**src/rtl/addtree_operand_loader.sv**
```systemverilog
// addtree_operand_loader
//
// Serial-to-parallel operand loader in front of the 4-input adder tree.
// It accepts one WIDTH-bit operand per input handshake beat and collects
// four of them into one set. The set is presented on data_a..data_d with a
// valid/ready handshake.
//
// Operands 0..2 wait in a three-slot fill bank. The fourth beat copies the
// fill bank and the incoming operand into the output bank in a single step.
// This lets the next set start filling while the current set is still held.
//
// Ports:
//   clk        rising-edge clock
//   rst_n      asynchronous active-low reset
//   clear      synchronous abort of a partially filled set (fill side only)
//   in_valid   producer has an operand on in_data
//   in_ready   loader accepts the operand this cycle (registers only)
//   in_data    operand value
//   out_valid  data_a..data_d hold a complete set
//   out_ready  downstream consumes the set this cycle
//   data_a..d  registered operands 0..3 of the current set
module addtree_operand_loader #(
  parameter int unsigned WIDTH = 4
) (
  input  logic             clk,
  input  logic             rst_n,
  input  logic             clear,
  input  logic             in_valid,
  output logic             in_ready,
  input  logic [WIDTH-1:0] in_data,
  output logic             out_valid,
  input  logic             out_ready,
  output logic [WIDTH-1:0] data_a,
  output logic [WIDTH-1:0] data_b,
  output logic [WIDTH-1:0] data_c,
  output logic [WIDTH-1:0] data_d
);

  logic [1:0]       idx;
  logic [WIDTH-1:0] fill0;
  logic [WIDTH-1:0] fill1;
  logic [WIDTH-1:0] fill2;
  logic             accept;
  logic             complete;

  // Only the fourth beat can be blocked: it would overwrite a set that is
  // still pending. Beats 0..2 go to the fill bank, so they are always
  // accepted. in_ready depends only on registers, never on out_ready.
  always_comb begin
    in_ready = !((idx == 2'd3) && out_valid);
    accept   = in_valid && in_ready;
    // A clear in the same cycle drops the beat, including a fourth beat.
    complete = accept && !clear && (idx == 2'd3);
  end

  // Fill bank and slot index
  always_ff @(posedge clk or negedge rst_n) begin
    if (!rst_n) begin
      idx   <= '0;
      fill0 <= '0;
      fill1 <= '0;
      fill2 <= '0;
    end else if (clear) begin
      idx   <= '0;
      fill0 <= '0;
      fill1 <= '0;
      fill2 <= '0;
    end else if (accept) begin
      case (idx)
        2'd0:    fill0 <= in_data;
        2'd1:    fill1 <= in_data;
        2'd2:    fill2 <= in_data;
        default: ;
      endcase
      idx <= idx + 2'd1;
    end
  end

  // Output bank. A completion and a pending set never meet: completion needs
  // in_ready, and in_ready is low at idx==3 while out_valid is high.
  always_ff @(posedge clk or negedge rst_n) begin
    if (!rst_n) begin
      data_a    <= '0;
      data_b    <= '0;
      data_c    <= '0;
      data_d    <= '0;
      out_valid <= 1'b0;
    end else if (complete) begin
      data_a    <= fill0;
      data_b    <= fill1;
      data_c    <= fill2;
      data_d    <= in_data;
      out_valid <= 1'b1;
    end else if (out_valid && out_ready) begin
      out_valid <= 1'b0;
    end
  end

endmodule
```
**config.mk**
```make
export PLATFORM = sky130hd
export DESIGN_NAME = addtree_operand_loader
export DESIGN_NICKNAME = d
export VERILOG_FILES = /design/src/rtl/addtree_operand_loader.sv
export SDC_FILE = /design/constraint.sdc
export NUM_CORES = 1
export LEC_CHECK = 0
export ABC_AREA = 1
export CORE_UTILIZATION = 44
export DETAILED_ROUTE_END_ITERATION = 10
export HOLD_SLACK_MARGIN = 0.08
export PLACE_DENSITY_LB_ADDON = 0.12
export SLEW_MARGIN = 20
export SYNTH_ARGS = -nofsm -noshare
export SYNTH_HDL_FRONTEND = slang
export SYNTH_SLANG_ARGS = --single-unit
```
**constraint.sdc**
```tcl
create_clock -name clk -period 3.35 [get_ports clk]
set_input_delay 0.5025 -clock clk [delete_from_list [all_inputs] [get_ports clk]]
set_output_delay 0.5025 -clock clk [all_outputs]
set_load 0.01 [all_outputs]
```
==> results of run 1 <==
cells in the final DEF, fill, tap and decap left out:
| cell type | n |
|---|---|
| nand2_1 | 56 |
| dfrtp_1 | 31 |
| clkdlybuf4s50_1 | 26 |
| nand3_1 | 15 |
| o21ai_0 | 15 |
| inv_1 | 5 |
| clkbuf_4 | 5 |
| ha_1 | 4 |
| nand2_2 | 1 |
| inv_2 | 1 |
| nand4_2 | 1 |
| nand3_2 | 1 |
| nor2_4 | 1 |
| clkinv_2 | 1 |
| clkbuf_8 | 1 |
| buf_4 | 1 |
registers in the layout, indices dropped and copies added (netlist names):
name,count
data_a,4
data_b,4
data_c,4
data_d,4
fill0,4
fill1,4
fill2,4
idx,2
out_valid,1
through the flow:
stage	total power, W	util	worst slack (ns)	instance area, µm²
2_1_floorplan	0.000454	-	2.06	1270
3_3_place_gp	0.000507	0.564	1.39	1560
3_5_place_dp	0.000510	0.564	1.36	1560
4_1_cts	0.000723	0.584	1.19	1610
5_1_grt	0.000758	0.584	1.12	1610
6_report	0.000714	0.584	1.21	1610
worst max-delay path by stage:
| stage | startpoint | end | slack, ns | cells past startpoint |
|---|---|---|---|---|
| floorplan | idx[0]$_DFFE_PN0P_ | data_b[0]$_DFFE_PN0P_ | 2.06 | 7 |
| global placement | clear | data_a[2]$_DFFE_PN0P_ | 1.39 | 5 |
| detailed placement | clear | data_b[2]$_DFFE_PN0P_ | 1.36 | 5 |
| CTS | idx[0]$_DFFE_PN0P_ | in_ready | 1.19 | 3 |
| global route | idx[0]$_DFFE_PN0P_ | in_ready | 1.12 | 3 |
| finish | idx[0]$_DFFE_PN0P_ | in_ready | 1.21 | 3 |
power groups by stage:
stage,sequential (W),combinational (W),clock [W]
after global routing,0.000413,0.000104,0.000241
after global placement,0.000416,0.0000915,0
final,0.000409,0.0000920,0.000213
after floorplan,0.000422,0.0000324,0
after CTS,0.000409,0.0000940,0.000220
after detailed placement,0.000416,0.0000937,0
cell type report:
cell class,instances,area share
flip-flops and latches,31,0.481
multi-input cells,94,0.280
repair buffers,27,0.166
clock buffers,6,0.0318
well taps,31,0.0241
inverters,6,0.0140
clock inverters,1,0.00311
worst min-delay path: cells and delay by family (launching register included):
kind	cells	cell delay (ns)
flip-flops	1	0.35
AND/OR/NAND/NOR	2	0.09
routing by layer:
layer | part of all wire | routed length (µm) | vias to the layer above | GRT usage
li1 | - | - | 495 | -
met1 | 0.47 | 1090 | 461 | 0.227
met2 | 0.46 | 1040 | 25 | 0.270
met3 | 0.052 | 120 | 6 | 0.0581
met4 | 0.018 | 42 | 0 | 0.0750
met5 | 0 | 0 | - | 0
cells by family after synthesis:
family,count (synthesis)
DFF,31
adders and majority gates,4
buffers and inverters,9
AOI/OAI and AO/OA,15
and+or+nand+nor,75
==> out/results.ini, run 1 <==
[sta]
setup_viol = 0
worst_pin_slew_ns = 0.454
drv_slew = 0
hold_slack_ns = 0.474
min_period_ns = 2.14
tns_ns = 0
max_freq_mhz = 467
relSlewSlack = 0.697
rsz0062_at_grt = false
finalHoldViolCount = 0
period_share = 0.639
skew_ns = 0.00630

[flow_run]
max-cap-violations = 0

[die]
rows = 19
io_pins = 27
fp.coreArea_um2 = 2760
die_w_um = 55.8
die_y_um = 55.8
initial_utilization = 0.461
die_area_um2 = 3110

[setup_path]
worstRegToRegCells = 6
path_delay_family = buffers and inverters
crit_chain = ha_1 -> nand2_2 -> clkdlybuf4s50_1
r2r_slack_ns = 1.93
required_ns = 2.85
reg2reg_to = data_d[0]$_DFFE_PN0P_
crit_type = reg2out
crit_fanout = 6
worst-endpoint-arrival_ns = 1.64
endpoint_kind = output pin
critPathBufInv = 1
cp-start-kind = flop
critPathMaxStageDelay_ns = 0.55
regToRegStartpoint = idx[0]$_DFFE_PN0P_
critPathSlowestCell = clkdlybuf4s50_1

[power_and_ir_drop]
swShare = 0.245
leakage_nw = 0.806
p_sw_w = 0.000175
clkPwrFrac = 0.298
vdd_drop_max_v = 0.000377
p_per_area_nw_per_um2 = 443
power_frac_comb = 0.129
internal_power_w = 0.000539
p_seq_frac = 0.573

[cts]
clockBufferDepth = 2
tritoncts = done
ctsResizeCount = 0
cts.sinks = 31
cts_setup_buffers = 0
cts_buffers = 5
clk_pin_slew_ns = 0.09
cts_hold_buf = 0
root_buffer = clkbuf_4
cts_max_level = 2
clock_latency_ns = 0.32

[synth]
synth-xor-area-share = 0
yosysTopAreaCellShare = 0.610
synthFlopType = dfrtp_1
syn-instance-count = 134
synthTopCellsByArea = dfrtp_1 (61%), nand2_1 (17%), nand3_1 (5.9%), o21ai_0 (5.9%), ha_1 (3.9%)
synth_nets = 147
synth.most_common_cell = nand2_1
synth_top_family_by_area = simple AND/OR/NAND/NOR gates
synth_fa_ha_area_frac = 0.0394
synth_top_cell_by_area = dfrtp_1
synth_common_cells = nand2_1 (56), dfrtp_1 (31), nand3_1 (15), o21ai_0 (15), inv_1 (5)
synthSimpleGateAreaFrac = 0.256
synth_seq_cells = 31
netlist_area_um2 = 1270
synth_edf_count = 0
synth_compound_area_frac = 0.0591
muxShareOfSynthArea = 0
synthArstFlopShare = 1.00
ys_warn_count = 0
synth_area_per_cell_um2 = 9.49
synth.distinct_cells = 14
synth.yosys.seq_area_share = 0.610

[cells_and_area]
multiInputGateArea_um2 = 450
drive_above_1_share = 0.0788
syn_to_final_growth_pct = 26.8
fill_cells = 257
fin_cells = 196
ff_latch_area_um2 = 776
nets = 178
antenna_cells = 0

[outcome]
outcome = finished, final reports clean

[detailed_routing]
drt_first_pass_iters = 4
remaining_drc_errors = 0
vias_per_cell = 5.04
antenna_left = 0
vias = 987
first_iter_violations = 26
drt-wirelength-per-cell_um = 11.7
wl_um = 2290

[worst_hold_path]
holdCritPathClass = reg2reg
min_from = fill2[3]$_DFFE_PN0P_
holdPathStages = 2
min_to = data_c[3]$_DFFE_PN0P_

[global_routing]
grt_max_degree = 32
grt_usage = 0.175
grt_overflow = 0
antenna_found_initial = 0
grt_pass1_wl_um = 4160
grt_pass1_vias = 937

[placement]
port_buffers = 26
place_congestion = 0.762
hpwlAfterDp_um = 1540
dp.cells = 189

Power figures use the tool's default switching activity.
==> inputs of run 2 (changes only) <==
==> constraint.sdc (replaced) <==
create_clock -name clk -period 2.1 [get_ports clk]
set_input_delay 0.315 -clock clk [delete_from_list [all_inputs] [get_ports clk]]
set_output_delay 0.315 -clock clk [all_outputs]
set_load 0.01 [all_outputs]
==> results of run 2 <==
Same layout as run 1 (identical final DEF). Status: finished, final reports clean.
Main changes from that run: setup slack after placement 1.36 ns -> 0.299 ns; setup slack after layout 1.21 ns -> 0.147 ns; hold slack 0.474 ns -> 0.378 ns; register-to-register setup slack 1.93 ns -> 0.68 ns; total power 0.000714 W -> 0.00114 W; worst IR drop on VDD 0.000377 V -> 0.000601 V
==> inputs of run 3 (changes only) <==
--- a/config.mk
+++ b/config.mk
@@ -8,6 +8,8 @@
 export ABC_AREA = 1
 export CORE_UTILIZATION = 44
 export DETAILED_ROUTE_END_ITERATION = 10
+export DONT_BUFFER_PORTS = 1
+export GPL_TIMING_DRIVEN = 0
 export HOLD_SLACK_MARGIN = 0.08
 export PLACE_DENSITY_LB_ADDON = 0.12
 export SLEW_MARGIN = 20
==> out/results.ini, run 3 (synthesis gave the netlist of run 1 again) <==
[setup_path]
crit_fanout = 10
cp-start-kind = flop
crit_type = reg2reg
regToRegStartpoint = idx[0]$_DFFE_PN0P_
startpoint = idx[0]$_DFFE_PN0P_
required_ns = 2.38
r2r_slack_ns = 0.62
worst-endpoint-arrival_ns = 1.76
endpoint_kind = flop

[die]
fp.coreArea_um2 = 2760
initial_utilization = 0.461
die_area_um2 = 3110
io_pins = 27
die_w_um = 55.8
rows = 19
die_y_um = 55.8

[sta]
tns_ns = 0
min_period_ns = 1.48
setup_viol = 0
max_freq_mhz = 675
worst_pin_slew_ns = 0.412
skew_ns = 0.00446
drv_slew = 0
finalHoldViolCount = 0
rsz0062_at_grt = false
hold_slack_ns = 0.167
relSlewSlack = 0.725
period_share = 0.705

[cts]
clock_latency_ns = 0.34
cts_buffers = 5
clk_pin_slew_ns = 0.10
clockBufferDepth = 2
cts_max_level = 2
cts_setup_buffers = 0
root_buffer = clkbuf_4
tritoncts = done
cts.sinks = 31

[power_and_ir_drop]
leakage_nw = 0.768
vdd_drop_max_v = 0.000554
finalPower_w = 0.00126
p_per_area_nw_per_um2 = 851

[cells_and_area]
fin_cells = 180
antenna_cells = 0
fill_cells = 276
final_util = 0.535
syn_to_final_growth_pct = 16.1
drive_above_1_share = 0.107
final_cell_mix = nand2_1 (56), dfrtp_1 (31), nand3_1 (15), o21ai_0 (15), dlygate4sd3_1 (6)
nets = 161
final_common_cell = nand2_1

[detailed_routing]
drt_first_pass_iters = 4
wl_um = 2530
first_iter_violations = 30
vias = 939
remaining_drc_errors = 0
vias_per_cell = 5.22
drt-wirelength-per-cell_um = 14.1
antenna_left = 0

[placement]
place_congestion = 0.745
port_buffers = 0
dp.cells = 165
hpwlAfterDp_um = 1640

[global_routing]
grt_overflow = 0
grt_max_degree = 32
antenna_found_initial = 0
grt_usage = 0.193
grt_pass1_vias = 971
grt_pass1_wl_um = 4440

[worst_hold_path]
min_from = in_data[3]
holdCritPathClass = in2reg

[outcome]
outcome = finished, final reports clean

[flow_run]
max-cap-violations = 0

-- run 3: repair_timing --
action / 4_1_cts / 5_1_grt
hold endpoints to repair: 35 / 1
hold buffers: 6 / 1
gates resized for setup: 0 / 0
-- run 3: final timing paths --
kind / endpoint / depth (start not counted)
min: fill1[3]$_DFFE_PN0P_ / 2
max reg2reg: data_b[1]$_DFFE_PN0P_ / 7
min in group asynchronous: idx[0]$_DFFE_PN0P_ / 2
max: data_b[1]$_DFFE_PN0P_ / 7
max in group asynchronous: data_a[0]$_DFFE_PN0P_ / 2
min reg2reg: data_a[0]$_DFFE_PN0P_ / 2
-- run 3: cell type report --
class / count / area [µm²] / area share
flip-flops and latches: 31 / 776 / 0.525
multi-input cells: 94 / 450 / 0.305
repair buffers: 7 / 80.1 / 0.0542
clock buffers: 6 / 51.3 / 0.0347
well taps: 31 / 38.8 / 0.0263
clock inverters: 2 / 35.0 / 0.0237
plain buffers: 3 / 22.5 / 0.0153
inverters: 6 / 22.5 / 0.0153
-- run 3: layer usage --
layer  GRT usage  up-vias  wire [µm]
met1       0.220      446       1130
met5           0        -          0
met2       0.310       23       1220
li1            -      463          -
met3      0.0860        7        128
met4      0.0893        0         52
-- run 3: per-stage QoR --
| stage | instance area (µm²) | worst slack (ns) |
|---|---|---|
| 2_1_floorplan | 1270 | 0.805 |
| 3_3_place_gp | 1310 | 0.656 |
| 3_5_place_dp | 1310 | 0.651 |
| 4_1_cts | 1470 | 0.613 |
| 5_1_grt | 1480 | 0.524 |
| 6_report | 1480 | 0.619 |
-- run 3: power breakdown --
group	internal, W	total, W	switching, W
sequential	0.000632	0.000666	0.0000340
clock	0.000281	0.000500	0.000219
combinational	0.0000344	0.0000895	0.0000551
total	0.000948	0.00126	0.000308
-- run 3: worst max-delay path, stage by stage, from the launching register on --
cell and delay, ns:
dfrtp_1 0.41, ha_1 0.25, nand2_2 0.15, nand3_2 0.12
nor2_4 0.20, buf_6 0.17, nand2_1 0.06, nand2_1 0.05
